===== config.mk =====
export PLATFORM = sky130hd
export DESIGN_NAME = hue_rgbw_gen
export DESIGN_NICKNAME = d
export VERILOG_FILES = /design/src/rtl/rgbw_pkg.sv /design/src/rtl/rgbw_scaler.sv /design/src/rtl/hue_rgbw_gen.sv
export SDC_FILE = /design/constraint.sdc
export NUM_CORES = 1
export LEC_CHECK = 0
export CORE_MARGIN = 3
export CORE_UTILIZATION = 40
export DETAILED_ROUTE_END_ITERATION = 10
export DONT_BUFFER_PORTS = 1
export PLACE_DENSITY = 0.54
export SLEW_MARGIN = 20
export SYNTH_ARGS = -nofsm -noshare
export SYNTH_HDL_FRONTEND = slang
export SYNTH_SLANG_ARGS = --single-unit
export TNS_END_PERCENT = 50

===== constraint.sdc =====
create_clock -name clk -period 4.6 [get_ports clk]
set_input_delay 0.92 -clock clk [delete_from_list [all_inputs] [get_ports clk]]
set_output_delay 0.92 -clock clk [all_outputs]
set_load 0.02 [all_outputs]

===== src/rtl/rgbw_pkg.sv =====
// Shared mode codes and state encodings for the hue-to-RGBW generator.
package rgbw_pkg;

   localparam logic [7:0] MODE_DIRECT = 8'h21;
   localparam logic [7:0] MODE_HUE    = 8'hA4;

   localparam logic [2:0] ST_IDLE  = 3'd0;
   localparam logic [2:0] ST_SWEEP = 3'd1;
   localparam logic [2:0] ST_WADD  = 3'd2;
   localparam logic [2:0] ST_SCALE = 3'd3;
   localparam logic [2:0] ST_APPLY = 3'd4;

endpackage


===== src/rtl/rgbw_scaler.sv =====
// One-channel serial scaler: result = (ch * mult) >> DW, one multiplier bit per cycle.
module rgbw_scaler #(
   parameter int DW = 8
) (
   input  logic          clk,
   input  logic          reset,
   input  logic          start,
   input  logic [DW-1:0] ch,
   input  logic [DW:0]   mult,
   output logic [DW-1:0] result,
   output logic          done
);

   localparam int CNT_W = $clog2(DW + 1);

   logic             running;
   logic [CNT_W-1:0] cnt;
   logic [DW-1:0]    ch_q;
   logic [DW:0]      mplier;
   logic [DW:0]      acc;
   logic [DW:0]      sum;

   // Right-shifting accumulator keeps only the high half; the last bit is added without a shift
   // so the total shift is DW rather than DW+1.
   assign sum    = acc + (mplier[0] ? {1'b0, ch_q} : '0);
   assign done   = running && (cnt == CNT_W'(DW));
   assign result = acc[DW] ? '1 : acc[DW-1:0];

   always_ff @(posedge clk or negedge reset) begin
      if (!reset) begin
         running <= 1'b0;
         cnt     <= '0;
         ch_q    <= '0;
         mplier  <= '0;
         acc     <= '0;
      end else if (start) begin
         running <= 1'b1;
         cnt     <= '0;
         ch_q    <= ch;
         mplier  <= mult;
         acc     <= '0;
      end else if (running) begin
         acc    <= (cnt == CNT_W'(DW)) ? sum : (sum >> 1);
         mplier <= mplier >> 1;
         cnt    <= cnt + CNT_W'(1);
         if (cnt == CNT_W'(DW)) running <= 1'b0;
      end
   end

endmodule


===== src/rtl/hue_rgbw_gen.sv =====
// Hue sweep plus white add and intensity scaling into registered RGBW outputs; direct pass-through otherwise.
module hue_rgbw_gen
   import rgbw_pkg::*;
#(
   parameter int DW      = 8,
   parameter int HUE_W   = 8,
   parameter int SEG_LEN = 36,
   parameter int STEP    = 7
) (
   input  logic             clk,
   input  logic             reset,
   input  logic [7:0]       mode,
   input  logic             start,
   input  logic [HUE_W-1:0] hue,
   input  logic [DW-1:0]    lint,
   input  logic [DW-1:0]    white_in,
   input  logic [DW-1:0]    red_in,
   input  logic [DW-1:0]    green_in,
   input  logic [DW-1:0]    blue_in,
   output logic [DW-1:0]    red_out,
   output logic [DW-1:0]    green_out,
   output logic [DW-1:0]    blue_out,
   output logic [DW-1:0]    white_out,
   output logic             busy,
   output logic             done
);

   localparam logic [DW-1:0] MAX  = '1;
   localparam int            CW   = 16;
   localparam int            SPAN = 6 * SEG_LEN;

   logic [2:0]       state;
   logic [CW-1:0]    counter;
   logic [CW-1:0]    limit;
   logic [HUE_W-1:0] hue_q;
   logic [DW-1:0]    lint_q;
   logic [DW-1:0]    white_q;
   logic [DW-1:0]    r, g, b;
   logic [2:0]       seg;
   logic [DW-1:0]    sum_r, sum_g, sum_b;
   logic [DW:0]      mult;
   logic             scale_start;
   logic [DW-1:0]    res_r, res_g, res_b, res_w;
   logic             done_r, done_g, done_b, done_w;

   function automatic logic [DW-1:0] sat_up(input logic [DW-1:0] v);
      logic [DW:0] s;
      s = {1'b0, v} + (DW+1)'(STEP);
      return s[DW] ? MAX : s[DW-1:0];
   endfunction

   function automatic logic [DW-1:0] sat_dn(input logic [DW-1:0] v);
      logic [DW:0] s;
      s = {1'b0, v} - (DW+1)'(STEP);
      return s[DW] ? '0 : s[DW-1:0];
   endfunction

   function automatic logic [DW-1:0] sat_add(input logic [DW-1:0] a, input logic [DW-1:0] c);
      logic [DW:0] s;
      s = {1'b0, a} + {1'b0, c};
      return s[DW] ? MAX : s[DW-1:0];
   endfunction

   assign limit       = (CW'(hue_q) < CW'(SPAN)) ? CW'(hue_q) : CW'(SPAN);
   assign seg         = 3'(counter / CW'(SEG_LEN));
   assign sum_r       = sat_add(r, white_q);
   assign sum_g       = sat_add(g, white_q);
   assign sum_b       = sat_add(b, white_q);
   assign mult        = {1'b0, lint_q} + (DW+1)'(1);
   assign scale_start = (state == ST_WADD);

   // Scalers load the white-added sums during WADD and iterate through SCALE.
   rgbw_scaler #(.DW(DW)) u_scale_r (.clk(clk), .reset(reset), .start(scale_start), .ch(sum_r),   .mult(mult), .result(res_r), .done(done_r));
   rgbw_scaler #(.DW(DW)) u_scale_g (.clk(clk), .reset(reset), .start(scale_start), .ch(sum_g),   .mult(mult), .result(res_g), .done(done_g));
   rgbw_scaler #(.DW(DW)) u_scale_b (.clk(clk), .reset(reset), .start(scale_start), .ch(sum_b),   .mult(mult), .result(res_b), .done(done_b));
   rgbw_scaler #(.DW(DW)) u_scale_w (.clk(clk), .reset(reset), .start(scale_start), .ch(white_q), .mult(mult), .result(res_w), .done(done_w));

   always_ff @(posedge clk or negedge reset) begin
      if (!reset) begin
         state     <= ST_IDLE;
         counter   <= '0;
         hue_q     <= '0;
         lint_q    <= '0;
         white_q   <= '0;
         r         <= '0;
         g         <= '0;
         b         <= '0;
         red_out   <= '0;
         green_out <= '0;
         blue_out  <= '0;
         white_out <= '0;
         busy      <= 1'b0;
         done      <= 1'b0;
      end else begin
         done <= 1'b0;
         case (state)
            ST_IDLE: begin
               if (mode == MODE_DIRECT) begin
                  red_out   <= red_in;
                  green_out <= green_in;
                  blue_out  <= blue_in;
                  white_out <= white_in;
               end else if (mode == MODE_HUE && start) begin
                  hue_q   <= hue;
                  lint_q  <= lint;
                  white_q <= white_in;
                  r       <= MAX;
                  g       <= '0;
                  b       <= '0;
                  counter <= '0;
                  busy    <= 1'b1;
                  state   <= ST_SWEEP;
               end
            end
            ST_SWEEP: begin
               if (counter < limit) begin
                  case (seg)
                     3'd0:    begin b <= sat_up(b); r <= MAX; g <= '0;  end
                     3'd1:    begin r <= sat_dn(r); g <= '0;  b <= MAX; end
                     3'd2:    begin g <= sat_up(g); r <= '0;  b <= MAX; end
                     3'd3:    begin b <= sat_dn(b); r <= '0;  g <= MAX; end
                     3'd4:    begin r <= sat_up(r); g <= MAX; b <= '0;  end
                     default: begin g <= sat_dn(g); r <= MAX; b <= '0;  end
                  endcase
                  counter <= counter + CW'(1);
               end else begin
                  // A hue past the full wheel lands back on pure red.
                  if (CW'(hue_q) >= CW'(SPAN)) begin
                     r <= MAX;
                     g <= '0;
                     b <= '0;
                  end
                  state <= ST_WADD;
               end
            end
            ST_WADD: begin
               r     <= sum_r;
               g     <= sum_g;
               b     <= sum_b;
               state <= ST_SCALE;
            end
            ST_SCALE: begin
               if (done_r & done_g & done_b & done_w) state <= ST_APPLY;
            end
            ST_APPLY: begin
               red_out   <= res_r;
               green_out <= res_g;
               blue_out  <= res_b;
               white_out <= res_w;
               done      <= 1'b1;
               busy      <= 1'b0;
               state     <= ST_IDLE;
            end
            default: state <= ST_IDLE;
         endcase
      end
   end

endmodule


==> results.yml <==
global_routing:
  use_met1_pct: 28.42
  gr-usage-met2_pct: 34.29
  overflow: 0
  grt_usage_pct: 20.87
  grt_pass1_vias: 12638
  use_met3_pct: 2.411
  grt.busiest_layer: "met2"
  grt_max_degree: 226
  antenna_found_initial: 2
  grt_pass1_wl_mm: 67.62
floorplanning:
  initial_utilization_pct: 40.74
  die_x_um: 199.3
  die-area_um2: 39740
  rows: 70
  core_area_um2: 36700
  die_h_um: 199.3
  io_pins: 93
clock_tree:
  cts_root_buf: "clkbuf_16"
  cts_buffer_depth: 3
  htreeDepth: 1
  clk_pin_slew_worst_paths_ns: 0.07
  clk_latency_ns: 0.56
  clock-sinks: 225
  cts_tree: "yes"
  cts_buffers: 28
critical_path:
  r2r_end: "b[4]$_DFFE_PN0P_"
  critical_path_required_ns: 5.04
  critPathLaunchType: "flop"
  arrival_ns: 5.74
  cp_max_fo: 8
  ff2ff_setup_slack_ns: -0.70
  rr_worst_depth: 23
  r2r_start: "counter[14]$_DFFE_PN0P_"
  path_class: "reg2reg"
  end_kind: "flop"
sta:
  slew_viol_final: 0
  period_needed_ns: 5.296
  setup_viol: 24
  hold_slack_ns: 0.06120
  skew_ns: 0.01639
  max_freq_ghz: 0.1888
  setup_tns_ns: -14.21
  slew_headroom_pct: 44.57
  rsz0062_at_grt: "true"
  timing.final.ws_setup_ns: -0.6956
  finalCritPeriodShare_pct: 115.1
  hold_viol_final: 0
  worst_slew_pin_slew_ns: 0.8315
logic_synthesis:
  yosys.area.top_type: "dfrtp_1"
  synth_cells: 1681
  yosysTopAreaCellShare_pct: 37.66
  synth_seq_area_share_pct: 37.66
  syn-mean-instance-area_um2: 8.895
  async_flop_share_pct: 100.0
  synth_edf_count: 0
  synth_ff_type: "dfrtp_1"
  syn-num-nets: 1827
  ys.warnings.count: 0
  yosysUniqueCellTypes: 88
  synth_seq_cells: 225
  synth_area_leaders: "dfrtp_1 38%, ha_1 6.7%, o21ai_0 4.7%"
  synth_area_um2: 14950
outcome:
  violations: "setup timing"
  status: "complete, but fails checks"
route:
  vias: 12729
  vias_per_cell: 5.551
  drt.antenna.violating_nets: 0
  drc: 0
  drtPass1Iterations: 7
  drt_wl_total_mm: 41.74
  post_drt_wl_per_cell_um: 18.20
  drtIter0Drc: 687
place:
  place_inst: 2180
  gp_congestion: 0.8742
  dp_hpwl_mm: 29.38
  io_buffer_count: 0
hold_path:
  min_path_type: "in2async"
layout:
  multi_input_area_um2: 9439
  seq_area_um2: 5638
  syn_to_final_growth_pct: 23.34
  nFillCells: 3385
  drive_above_1_share_pct: 21.64
  final_cells: 2293
  num_antenna_cells: 0
  layout.nets: 1949
power_and_ir_drop:
  p_leak_nw: 8.474
  p_per_area_nw_per_um2: 517.4
  vdd_drop_max_v: 0.0003415
flow_run:
  cap_viol_max_count: 0
placed cells by master (no fill, tap or decap), types with 8 or more instances in the layout:
master     Yosys  final
a211oi_1      29     27
a21o_1        36     36
a21oi_1      130    121
a31oi_1       13     10
and2_1        43     42
and3_1        15     12
buf_4          0    159
buf_6          0     22
clkbuf_16      0     29
clkinv_2       0     11
dfrtp_1      225    219
ha_1          80     80
inv_1         78     77
mux2_2        23     22
mux2i_1       62     60
nand2_1      134    131
nand2b_1      16     11
nand3_1       33     28
nand4_1       16     16
nor2_1       132    120
nor2b_1       22     19
nor3_1        25     24
o211ai_1      10     10
o21a_1        17     17
o21ai_0      140    128
o21ai_1        4      8
o21bai_1      18     17
or3_1         36     36
xnor2_1       59     59
xor2_1        23     23
per-layer routing:
metal  part of all wire [%]  wire length [µm]
met1                     46             19180
met3                    3.8              1577
met4                    4.1              1694
met2                     46             19290
met5                      0                 0
worst max-delay path, stage by stage, from the launching register on:
cell and delay, ns:
dfrtp_2 0.45, buf_6 0.14, nor2b_4 0.14, nor2_4 0.06, a311o_1 0.39, buf_4 0.16, nor4_4 0.26, mux2i_4 0.41
buf_6 0.15, buf_6 0.09, a21oi_2 0.05, and3_4 0.19, buf_6 0.11, o31ai_4 0.26, nand2_1 0.11, or4_4 0.47
a21o_1 0.23, o211a_4 0.18, o211a_4 0.16, a2111oi_4 0.33, clkbuf_16 0.22, mux2_4 0.19, o311ai_2 0.09, a221o_1 0.34
through the flow:
step,worst slack [ns],utilization [%],power [mW],cell area [µm²]
after floorplan,-0.2397,-,5.995,15180
after global placement,-0.6747,44.58,6.912,16360
after detailed placement,-0.7502,44.58,7.009,16360
after CTS,-0.5521,49.10,9.534,18020
after global routing,-0.8622,50.25,10.33,18440
final,-0.6956,50.25,9.541,18440
synthesized netlist by cell type (9+ instances only):
master    count
dfrtp_1     225
o21ai_0     140
nand2_1     134
nor2_1      132
a21oi_1     130
ha_1         80
inv_1        78
clkbuf_1     70
mux2i_1      62
xnor2_1      59
and2_1       43
a21o_1       36
or3_1        36
nand3_1      33
a211oi_1     29
nor3_1       25
mux2_2       23
xor2_1       23
nor2b_1      22
o21bai_1     18
o21a_1       17
nand2b_1     16
nand4_1      16
and3_1       15
buf_1        15
a31oi_1      13
o211ai_1     10
o31ai_1      10
a221oi_1      9
nor3b_1       9
report_power, final:
group | total [mW] | switching (mW) | internal (mW)
Combinational | 4.15 | 2.24 | 1.91
Clock | 2.29 | 0.904 | 1.39
Sequential | 3.10 | 0.596 | 2.50
Total | 9.54 | 3.74 | 5.80
repair_timing:
action,CTS,global route
hold endpoints to repair,0,0
setup endpoints to repair,24,24
hold buffers,0,0
pin swaps,47,40
gates resized for setup,95,52
cloned,0,1
buffers inserted,38,22
area by class of cell:
cell class,count,area share (%)
Clock inverter,17,1.079
Inverter,83,1.689
Tap cell,468,3.175
Multi-Input combinational cell,1280,51.18
Clock buffer,35,4.105
Sequential cell,225,30.57
Timing Repair Buffer,185,8.196
sequential cells by signal (all words and copies together), names as in the netlist, 9 cells and up:
name,cells
counter,16
u_scale_g.acc,9
u_scale_r.mplier,9
u_scale_w.mplier,9
u_scale_r.acc,9
u_scale_b.mplier,9
u_scale_g.mplier,9
u_scale_w.acc,9
u_scale_b.acc,9
worst max-delay path by stage:
stage	from	cells after the start	to	slack, ns
final	counter[14]$_DFFE_PN0P_	23	b[4]$_DFFE_PN0P_	-0.70
after global routing	counter[11]$_DFFE_PN0P_	23	b[4]$_DFFE_PN0P_	-0.86
after CTS	counter[14]$_DFFE_PN0P_	20	b[4]$_DFFE_PN0P_	-0.55
after detailed placement	counter[13]$_DFFE_PN0P_	19	r[3]$_DFFE_PN0P_	-0.75
after global placement	counter[13]$_DFFE_PN0P_	20	r[3]$_DFFE_PN0P_	-0.67
after floorplan	counter[10]$_DFFE_PN0P_	20	r[6]$_DFFE_PN0P_	-0.24
cell families (layout without fill, tap and decap cells):
group	Yosys count	after routing	synth area share, %
DFF	225	225	37.66
xor gates and xnor gates	82	82	4.803
and+or+nand+nor	514	514	17.07
adders and majority gates	88	88	7.699
muxes	86	86	5.983
AOI/OAI and AO/OA	510	510	22.30
buffers and inverters	176	320	4.485
Note: power is estimated with default switching activity, not from simulation.
